--- config.mk ---
export PLATFORM = sky130hd
export DESIGN_NAME = sm_mac_accum_flat
export DESIGN_NICKNAME = d
export VERILOG_FILES = /design/src/rtl/sm_mac_accum_pkg.sv /design/src/rtl/sm_mac_accum_if.sv /design/src/rtl/sm_mac_accum_sm_to_tc.sv /design/src/rtl/sm_mac_accum.sv /design/src/flat_wrapper.sv
export SDC_FILE = /design/constraint.sdc
export NUM_CORES = 1
export LEC_CHECK = 0
export ABC_CLOCK_PERIOD_IN_PS = 3150
export CORE_AREA = 2 2 93 95
export CTS_BUF_LIST = sky130_fd_sc_hd__clkbuf_2 sky130_fd_sc_hd__clkbuf_4 sky130_fd_sc_hd__clkbuf_8
export DETAILED_ROUTE_END_ITERATION = 10
export DIE_AREA = 0 0 95 97
export PLACE_DENSITY = 0.49
export SETUP_SLACK_MARGIN = 0.4
export SYNTH_ARGS = -nofsm -noshare
export SYNTH_HDL_FRONTEND = slang
export SYNTH_SLANG_ARGS = --single-unit
--- constraint.sdc ---
create_clock -name clk -period 3.15 [get_ports clk]
set_input_delay 0.4725 -clock clk [delete_from_list [all_inputs] [get_ports clk]]
set_output_delay 0.4725 -clock clk [all_outputs]
set_load 0.1 [all_outputs]
--- src/rtl/sm_mac_accum_pkg.sv ---
// Shared types and helpers for the sign-magnitude MAC accumulator.
// Holds the state encoding, the product width and the saturating adder.
package sm_mac_accum_pkg;

  typedef enum logic [1:0] {
    IDLE,
    ACCUM,
    DONE
  } state_t;

  localparam int PROD_W = 4;
  localparam int SAT_W  = 32;

  typedef struct packed {
    logic signed [SAT_W-1:0] sum;
    logic                    ovf;
  } sat_res_t;

  // Operands arrive sign-extended to SAT_W; the result is clamped to acc_w bits.
  function automatic sat_res_t sat_add(input logic signed [SAT_W-1:0] acc,
                                       input logic signed [SAT_W-1:0] term,
                                       input int                      acc_w);
    sat_res_t           res;
    logic signed [SAT_W:0] s;
    logic signed [SAT_W:0] hi;
    logic signed [SAT_W:0] lo;
    s  = {acc[SAT_W-1], acc} + {term[SAT_W-1], term};
    hi = ({{SAT_W{1'b0}}, 1'b1} << (acc_w - 1)) - 1;
    lo = ~hi;
    if (s > hi) begin
      res.sum = hi[SAT_W-1:0];
      res.ovf = 1'b1;
    end else if (s < lo) begin
      res.sum = lo[SAT_W-1:0];
      res.ovf = 1'b1;
    end else begin
      res.sum = s[SAT_W-1:0];
      res.ovf = 1'b0;
    end
    return res;
  endfunction

endpackage

--- src/rtl/sm_mac_accum_if.sv ---
// Product-in / result-out handshake bundle between multiplier, accumulator and writeback.
interface sm_mac_accum_if #(
  parameter int ACC_W = 12
);
  import sm_mac_accum_pkg::*;

  logic                    start;
  logic                    in_valid;
  logic                    in_ready;
  logic [PROD_W-1:0]       prod_mag;
  logic                    prod_sign;
  logic                    out_valid;
  logic                    out_ready;
  logic signed [ACC_W-1:0] acc_out;
  logic                    sat_flag;
  logic                    busy;

  modport master (
    output start, in_valid, prod_mag, prod_sign, out_ready,
    input  in_ready, out_valid, acc_out, sat_flag, busy
  );

  modport slave (
    input  start, in_valid, prod_mag, prod_sign, out_ready,
    output in_ready, out_valid, acc_out, sat_flag, busy
  );

endinterface

--- src/rtl/sm_mac_accum_sm_to_tc.sv ---
// Combinational sign-magnitude to two's-complement converter; negative zero maps to 0.
module sm_to_tc
  import sm_mac_accum_pkg::*;
#(
  parameter int OUT_W = 12
) (
  input  logic [PROD_W-1:0]       mag,
  input  logic                    sign,
  output logic signed [OUT_W-1:0] tc
);

  logic signed [OUT_W-1:0] mag_ext;

  assign mag_ext = OUT_W'(mag);
  assign tc      = sign ? -mag_ext : mag_ext;

endmodule

--- src/rtl/sm_mac_accum.sv ---
// Saturating dot-product accumulator: NTERMS sign-magnitude products in, one
// signed (optionally ReLU-clamped) result out over a valid/ready handshake.
module sm_mac_accum
  import sm_mac_accum_pkg::*;
#(
  parameter int NTERMS  = 9,
  parameter int ACC_W   = 12,
  parameter int RELU_EN = 1
) (
  input  logic           clk,
  input  logic           rst_n,
  sm_mac_accum_if.slave  bus
);

  state_t                  state_reg;
  logic signed [ACC_W-1:0] acc_reg;
  logic signed [ACC_W-1:0] acc_out_reg;
  logic [7:0]              count_reg;
  logic                    sat_reg;

  logic signed [ACC_W-1:0] term;
  logic signed [ACC_W-1:0] sum_sat;
  logic signed [ACC_W-1:0] result;
  logic                    ovf;
  logic                    last_term;
  logic                    unused_hi;
  sat_res_t                sat_res;

  sm_to_tc #(.OUT_W(ACC_W)) u_conv (
    .mag  (bus.prod_mag),
    .sign (bus.prod_sign),
    .tc   (term)
  );

  always_comb begin
    sat_res = sat_add(SAT_W'(acc_reg), SAT_W'(term), ACC_W);
  end

  assign sum_sat   = sat_res.sum[ACC_W-1:0];
  assign ovf       = sat_res.ovf;
  assign unused_hi = ^sat_res.sum[SAT_W-1:ACC_W];
  assign result    = (RELU_EN != 0 && sum_sat[ACC_W-1]) ? '0 : sum_sat;
  assign last_term = (count_reg == 8'(NTERMS - 1));

  always_ff @(posedge clk or negedge rst_n) begin
    if (!rst_n) begin
      state_reg   <= IDLE;
      acc_reg     <= '0;
      count_reg   <= '0;
      acc_out_reg <= '0;
      sat_reg     <= 1'b0;
    end else begin
      case (state_reg)
        IDLE: begin
          if (bus.start) begin
            state_reg <= ACCUM;
            acc_reg   <= '0;
            count_reg <= '0;
            sat_reg   <= 1'b0;
          end
        end
        ACCUM: begin
          // in_ready is high for the whole state, so in_valid alone is an accept
          if (bus.in_valid) begin
            acc_reg   <= sum_sat;
            count_reg <= count_reg + 8'd1;
            if (ovf) begin
              sat_reg <= 1'b1;
            end
            if (last_term) begin
              state_reg   <= DONE;
              acc_out_reg <= result;
            end
          end
        end
        DONE: begin
          if (bus.out_ready) begin
            if (bus.start) begin
              state_reg <= ACCUM;
              acc_reg   <= '0;
              count_reg <= '0;
              sat_reg   <= 1'b0;
            end else begin
              state_reg <= IDLE;
            end
          end
        end
        default: state_reg <= IDLE;
      endcase
    end
  end

  assign bus.in_ready  = (state_reg == ACCUM);
  assign bus.out_valid = (state_reg == DONE);
  assign bus.busy      = (state_reg != IDLE);
  assign bus.acc_out   = acc_out_reg;
  assign bus.sat_flag  = sat_reg;

endmodule

--- src/flat_wrapper.sv ---
// flat-port wrapper written by rule: the top's interface ports become plain ports
module sm_mac_accum_flat import sm_mac_accum_pkg::*;
#(
  parameter int NTERMS  = 9,
  parameter int ACC_W   = 12,
  parameter int RELU_EN = 1
)
  (clk, rst_n, bus_start, bus_in_valid, bus_prod_mag, bus_prod_sign, bus_out_ready, bus_in_ready, bus_out_valid, bus_acc_out, bus_sat_flag, bus_busy);
  sm_mac_accum_if #(.ACC_W(ACC_W)) bus_i ();
  input  logic clk;
  input  logic rst_n;
  input wire logic [$bits(bus_i.start)-1:0] bus_start;
  input wire logic [$bits(bus_i.in_valid)-1:0] bus_in_valid;
  input wire logic [$bits(bus_i.prod_mag)-1:0] bus_prod_mag;
  input wire logic [$bits(bus_i.prod_sign)-1:0] bus_prod_sign;
  input wire logic [$bits(bus_i.out_ready)-1:0] bus_out_ready;
  output wire logic [$bits(bus_i.in_ready)-1:0] bus_in_ready;
  output wire logic [$bits(bus_i.out_valid)-1:0] bus_out_valid;
  output wire logic [$bits(bus_i.acc_out)-1:0] bus_acc_out;
  output wire logic [$bits(bus_i.sat_flag)-1:0] bus_sat_flag;
  output wire logic [$bits(bus_i.busy)-1:0] bus_busy;
  assign bus_i.start = bus_start;
  assign bus_i.in_valid = bus_in_valid;
  assign bus_i.prod_mag = bus_prod_mag;
  assign bus_i.prod_sign = bus_prod_sign;
  assign bus_i.out_ready = bus_out_ready;
  assign bus_in_ready = bus_i.in_ready;
  assign bus_out_valid = bus_i.out_valid;
  assign bus_acc_out = bus_i.acc_out;
  assign bus_sat_flag = bus_i.sat_flag;
  assign bus_busy = bus_i.busy;
  sm_mac_accum #(.NTERMS(NTERMS), .ACC_W(ACC_W), .RELU_EN(RELU_EN)) u_core (.clk(clk), .rst_n(rst_n), .bus(bus_i));
endmodule
Word level (Yosys, flattened, before mapping)
Index checks and enable logic that the tools add are counted.
{ "classes": {"n_addsub": 3, "n_lt_le_gt_ge": 2, "eq_ne": 8, "muxes": 23, "n_reduce_logical": 7} }
{ "ops": {"columns": ["operator", "n"], "rows": [
  ["2-to-1 mux 12 bit", 4],
  ["one-hot mux 12 bit (3 select lines)", 1],
  ["2-to-1 mux 13 bit", 2],
  ["2-to-1 mux 8 bit", 3],
  ["one-hot mux 8 bit (3 select lines)", 1],
  ["adder 12 x 12 -> 13 bit", 1],
  ["greater-than comparator 13 x 12 -> 1 bit, second input constant", 1],
  ["less-than comparator 13 x 12 -> 1 bit, second input constant", 1],
  ["negator 4 -> 12 bit", 1],
  ["2-to-1 mux 11 bit", 1],
  ["adder 8 x 1 -> 8 bit, second input constant", 1],
  ["== test 8 x 4 -> 1 bit, second input constant", 1],
  ["2-to-1 mux 2 bit", 4],
  ["AND reduction 4 bit", 2],
  ["inequality test 2 bit, second input constant", 3],
  ["one-hot mux 2 bit (3 select lines)", 1],
  ["AND reduction 3 bit", 2],
  ["2-to-1 mux 1 bit", 5],
  ["inequality test 2 x 1 -> 1 bit, second input constant", 2],
  ["one-hot mux 1 bit (3 select lines)", 1],
  ["nonzero test 3 bit", 1],
  ["== test 2 x 1 -> 1 bit, second input constant", 1],
  ["== test 2 bit, second input constant", 1],
  ["logical NOT 2 bit", 1],
  ["nonzero test 2 bit", 1]
]} }
{ "word_totals": {"reg_bits": 35, "word_cells": 48} }

Depth between registers and ports, before layout
{ "depth": {"depth_word": 9, "ltp_mapped": 13} }

Hierarchy
A second synthesis with hierarchy kept.
{ "unflattened": {"hier_cells": 271, "area_unflattened_um2": 2412.3} }
{ "by_module_without_submodules": {"columns": ["mod", "instances", "cells_each", "area_each_um2", "seq_area_each_um2"], "rows": [
  ["sm_mac_accum", 1, 248, 2270.9, 850.8],
  ["sm_to_tc", 1, 23, 141.4, 0.0]
]} }

Worst setup path before layout
OpenSTA, ideal clock, no wires.
{ "synth_path": {"kind": "register to register", "startpoint": "reg u_core.state_reg[1]", "endpoint": "reg u_core.count_reg[7]", "arrival_time_ns": 2.805, "t_required_ns": 3.023, "path_slack_ns": 0.219, "stages_incl_launch_ff": 7, "path_buffers": 0, "cell_sequence": "dfrtp_1 nor2b_1 nand2_1 a21oi_1 nand3_1 xor2_1 nor2_1"} }
{ "synth_between": {"elab_chain_len": 3, "elab_cells_between_ends": 8} }
{ "synth_lines": {"columns": ["element", "line_no", "source"], "rows": [
  ["start: declaration", "sm_mac_accum.sv:15", "state_t state_reg;"],
  ["start signal: assignment", "sm_mac_accum.sv:47", "state_reg <= IDLE;"],
  ["start signal: assignment", "sm_mac_accum.sv:56", "state_reg <= ACCUM;"],
  ["start signal: assignment", "sm_mac_accum.sv:71", "state_reg <= DONE;"],
  ["== test 2 x 1 -> 1 bit (*)", null, null],
  ["named net bus_in_ready", "flat_wrapper.sv:17", "output wire logic [$bits(bus_i.in_ready)-1:0] bus_in_ready;"],
  ["inequality test 2 bit (no source line) / nonzero test 3 bit (equally long branches)", null, null],
  ["AND reduction 3 bit (no source line)", null, null],
  ["end signal: assignment", "sm_mac_accum.sv:66", "count_reg <= count_reg + 8'd1;"],
  ["end: declaration", "sm_mac_accum.sv:18", "logic [7:0] count_reg;"]
]} }
The timed path passes the listed nets; every way through them passes the cells marked *.
A chain may end at the register's enable or synchronous reset.

Worst setup path in the final report
{ "layout_path": {"startpoint": "in bus_prod_mag[1]", "endpoint": "reg u_core.acc_reg[7]"} }
{ "layout_between": {"elab_chain_len": 8, "elab_cells_between_ends": 9} }
{ "layout_lines": {"columns": ["element", "line_no", "source"], "rows": [
  ["start: declaration", "flat_wrapper.sv:14", "input wire logic [$bits(bus_i.prod_mag)-1:0] bus_prod_mag;"],
  ["negator 4 -> 12 bit", "sm_mac_accum_sm_to_tc.sv:15", "assign tc = sign ? -mag_ext : mag_ext;"],
  ["2-to-1 mux 12 bit (*)", "sm_mac_accum_sm_to_tc.sv:15", null],
  ["adder 12 x 12 -> 13 bit (*)", "sm_mac_accum_pkg.sv:27", "s = {acc[SAT_W-1], acc} + {term[SAT_W-1], term};"],
  ["less-than comparator 13 x 12 -> 1 bit", "sm_mac_accum_pkg.sv:33", "end else if (s < lo) begin"],
  ["2-to-1 mux 13 bit", "sm_mac_accum_pkg.sv:33", null],
  ["2-to-1 mux 13 bit (*)", "sm_mac_accum_pkg.sv:30", "if (s > hi) begin"],
  ["2-to-1 mux 12 bit (*)", "sm_mac_accum.sv:64", "if (bus.in_valid) begin"],
  ["one-hot mux 12 bit (3 select lines) (*)", "sm_mac_accum.sv:53", "case (state_reg)"],
  ["end signal: assignment", "sm_mac_accum.sv:65", "acc_reg <= sum_sat;"],
  ["end: declaration", "sm_mac_accum.sv:16", "logic signed [ACC_W-1:0] acc_reg;"]
]} }
Every way passes the cells marked *; elsewhere a longest branch is shown, timed or not. The select of a mux whose other input is x is not followed.

==> results.tsv <==
metric	value	unit
run_status	completed	
setup_viol	0	
setup_tns	0	ns
clk_latency	0.28	ns
vias	2198	
hold_viol	0	
r2r_start	u_core.acc_reg[0]$_DFFE_PN0P_	
gp_congestion	0.8134	
synth.ff_latch_count	34	
yosysTopAreaCell	dfrtp_1	
setup_ws	0.4821	ns
port_buffers	24	
fillers	825	
cp-start-kind	input pin	
antennaDiodeCount	0	
rsz0062_at_grt	no	
syn_area	2424	um^2
fin_cells	452	
fin_crit_sh	84.69	%
cts_hold_buf	0	
die-area	9215	um^2
worst-setup-path-type	in2reg	
coreArea	8134	um^2
synth-edff-count	0	
viasPerCell	4.863	
finalWirelength	6.534	mm
synth_area_per_cell	9.043	um^2
cts_max_level	2	
hp-class	reg2reg	
grt_pass1_wl	10.56	mm
route.detailed.drc	0	
path_buf_inv	3	
yosys-top-cells-count	dfrtp_1 (34), nand2_1 (32), a21oi_1 (21)	
grt-ovfl-total	0	
synthDistinctLibCells	58	
min_period	2.668	ns
grt_pass1_vias	2184	
slowest_delay	0.30	ns
die_h	97	um
area_growth_syn_to_layout	41.35	%
fmax	374.8	MHz
critPathRequiredTime	3.31	ns
cts.clk_slew.worst_paths	0.07	ns
min_from	u_core.bus.acc_out[2]$_DFFE_PN0P_	
initial_utilization	29.80	%
maxSlewViolCount	0	
endpoint_kind	register	
max_slew_margin	35.87	%
synth_top_family_by_area	compound AO/OA/AOI/OAI gates	
grt_start_max_net_pins	35	
synthMuxAreaShare	0	%
synth_compound_area_share	26.48	%
synthAdderAreaFrac	9.602	%
cp_max_fo	8	
synth_seq_area_share	35.11	%
drive_above_1_share	37.18	%
first_pass_iters	4	
track_usage	14.54	%
async_flop_share	100.0	%
yosys_most_used_dff	dfrtp_1	
clock_sinks	34	
yosysMostFrequentCell	dfrtp_1	
r2r_cells	10	
synth_xor_area_share	5.059	%
dr.first_iter.drc_count	76	
crit_family	compound AO/OA/AOI/OAI gates	
dp.cells	440	
postRouteAntennaNets	0	
path_cells	buf_6, nor3_4, ha_1, nand2_1, o21ai_2, ha_1, o211ai_1, buf_4, o211ai_4, a311o_1, o21ai_4, buf_12, nor3_4, a21oi_1	
crit_arrival	2.83	ns
tightest_slew	0.9590	ns
netlist_instances	268	
synth.area.top_cells	dfrtp_1 (35%), ha_1 (8.8%), nand2_1 (5.0%)	
hold-path-endpoint	u_core.bus.acc_out[2]$_DFFE_PN0P_	
regToRegSetupSlack	0.86	ns
largest_reg_flops	12	
chipWidth	95	um
pin_count	26	
cts.path.max_buffers	2	
dp_hpwl	4.833	mm
hold_depth	2	
critPathLaunch	bus_prod_mag[1]	
skew	0.008621	ns
cp_slowest_cell	ha_1	
clock-root-buffer	clkbuf_8	
synth_top_area_share	35.11	%
antenna_found_initial	0	
synth.net_count	296	
rr_endpoint	u_core.bus.acc_out[10]$_DFFE_PN0P_	
cts_tree	yes	
rows	33	
numCtsBuffers	5	
drv_cap	0	
dp_slack	-0.3751	ns
yosysWarnings	0	
final_net_count	374	
routedWlPerCell	14.46	um
synthSimpleGateAreaFrac	19.15	%
-- cells by family (layout without fill, tap and decap cells) --
family | count (synthesis) | in the layout
AOI/OAI and AO/OA | 88 | 88
and+or+nand+nor | 90 | 90
adders and majority gates | 18 | 18
DFF | 34 | 34
other | 1 | 1
xor gates and xnor gates | 14 | 14
buffers and inverters | 23 | 102
-- worst min-delay path: stages, from the launching register on --
cell	delay, ns
dfrtp_1	0.35
nand2_1	0.06
o21ai_2	0.05
-- timing repair --
item                                    CTS  global route
gates resized for setup                  38            18
endpoints found under the setup margin   24            23
pin swaps                                16            15
buffers inserted                          2             2
endpoints found under the hold margin     0             0
-- routing by layer --
layer  up-vias  global-route usage (%)  share of wire (%)
li1       1116                       -                  -
met1      1044                   18.98                 46
met2        29                   24.39                 50
met3         9                   2.960                2.8
met4         0                   3.567                1.5
met5         -                       0                  0
-- through the flow --
stage | hold slack [ns] | utilization [%] | instance area [um^2]
after floorplan | 0.1769 | - | 2426
after global placement | 0.4714 | 38.64 | 3143
after detailed placement | 0.4711 | 38.64 | 3143
after CTS | 0.4879 | 41.53 | 3378
after global routing | 0.5178 | 42.12 | 3426
final | 0.4804 | 42.12 | 3426
-- placed cells by master, fill, tap and decap left out, types with 3 or more instances in the layout --
| cell | n |
|---|---|
| xor2_1 | 6 |
| nand4_1 | 4 |
| o21ai_0 | 7 |
| dfrtp_1 | 34 |
| ha_1 | 16 |
| nand3b_1 | 3 |
| nand3_1 | 8 |
| o21ai_2 | 8 |
| nand2b_1 | 3 |
| nand2_1 | 32 |
| o21ai_1 | 13 |
| o211ai_1 | 3 |
| buf_12 | 3 |
| buf_4 | 69 |
| and3_1 | 3 |
| inv_1 | 10 |
| a21o_1 | 5 |
| a21oi_2 | 4 |
| a21oi_1 | 17 |
| a21boi_0 | 4 |
| a211oi_4 | 4 |
| clkbuf_8 | 6 |
| clkdlybuf4s50_1 | 5 |
| xnor2_1 | 6 |
| nor2_1 | 17 |
-- area by class of cell --
cell class                 instances  area, um^2  area share [%]
multi-input combinational        211        1633           47.66
sequential                        34       850.8           24.84
timing repair buffer              82       670.6           19.58
tap                              105       131.4           3.835
clock buffer                       6       82.58           2.411
inverter                          12       45.04           1.315
clock inverter                     2       12.51          0.3652
-- worst max path at each step --
stage / to / slack (ns) / cells after the start
finish: u_core.acc_reg[7]$_DFFE_PN0P_ / 0.48 / 14
global route: u_core.acc_reg[9]$_DFFE_PN0P_ / 0.40 / 14
CTS: u_core.acc_reg[7]$_DFFE_PN0P_ / 0.40 / 13
detailed placement: u_core.bus.acc_out[8]$_DFFE_PN0P_ / -0.38 / 13
global placement: u_core.bus.acc_out[8]$_DFFE_PN0P_ / -0.38 / 13
floorplan: u_core.bus.sat_flag$_DFFE_PN0P_ / 0.41 / 11
Power is left out: the tool's default activity adds up to more than one toggle a clock period on the data nets, which glitch-free logic cannot reach.
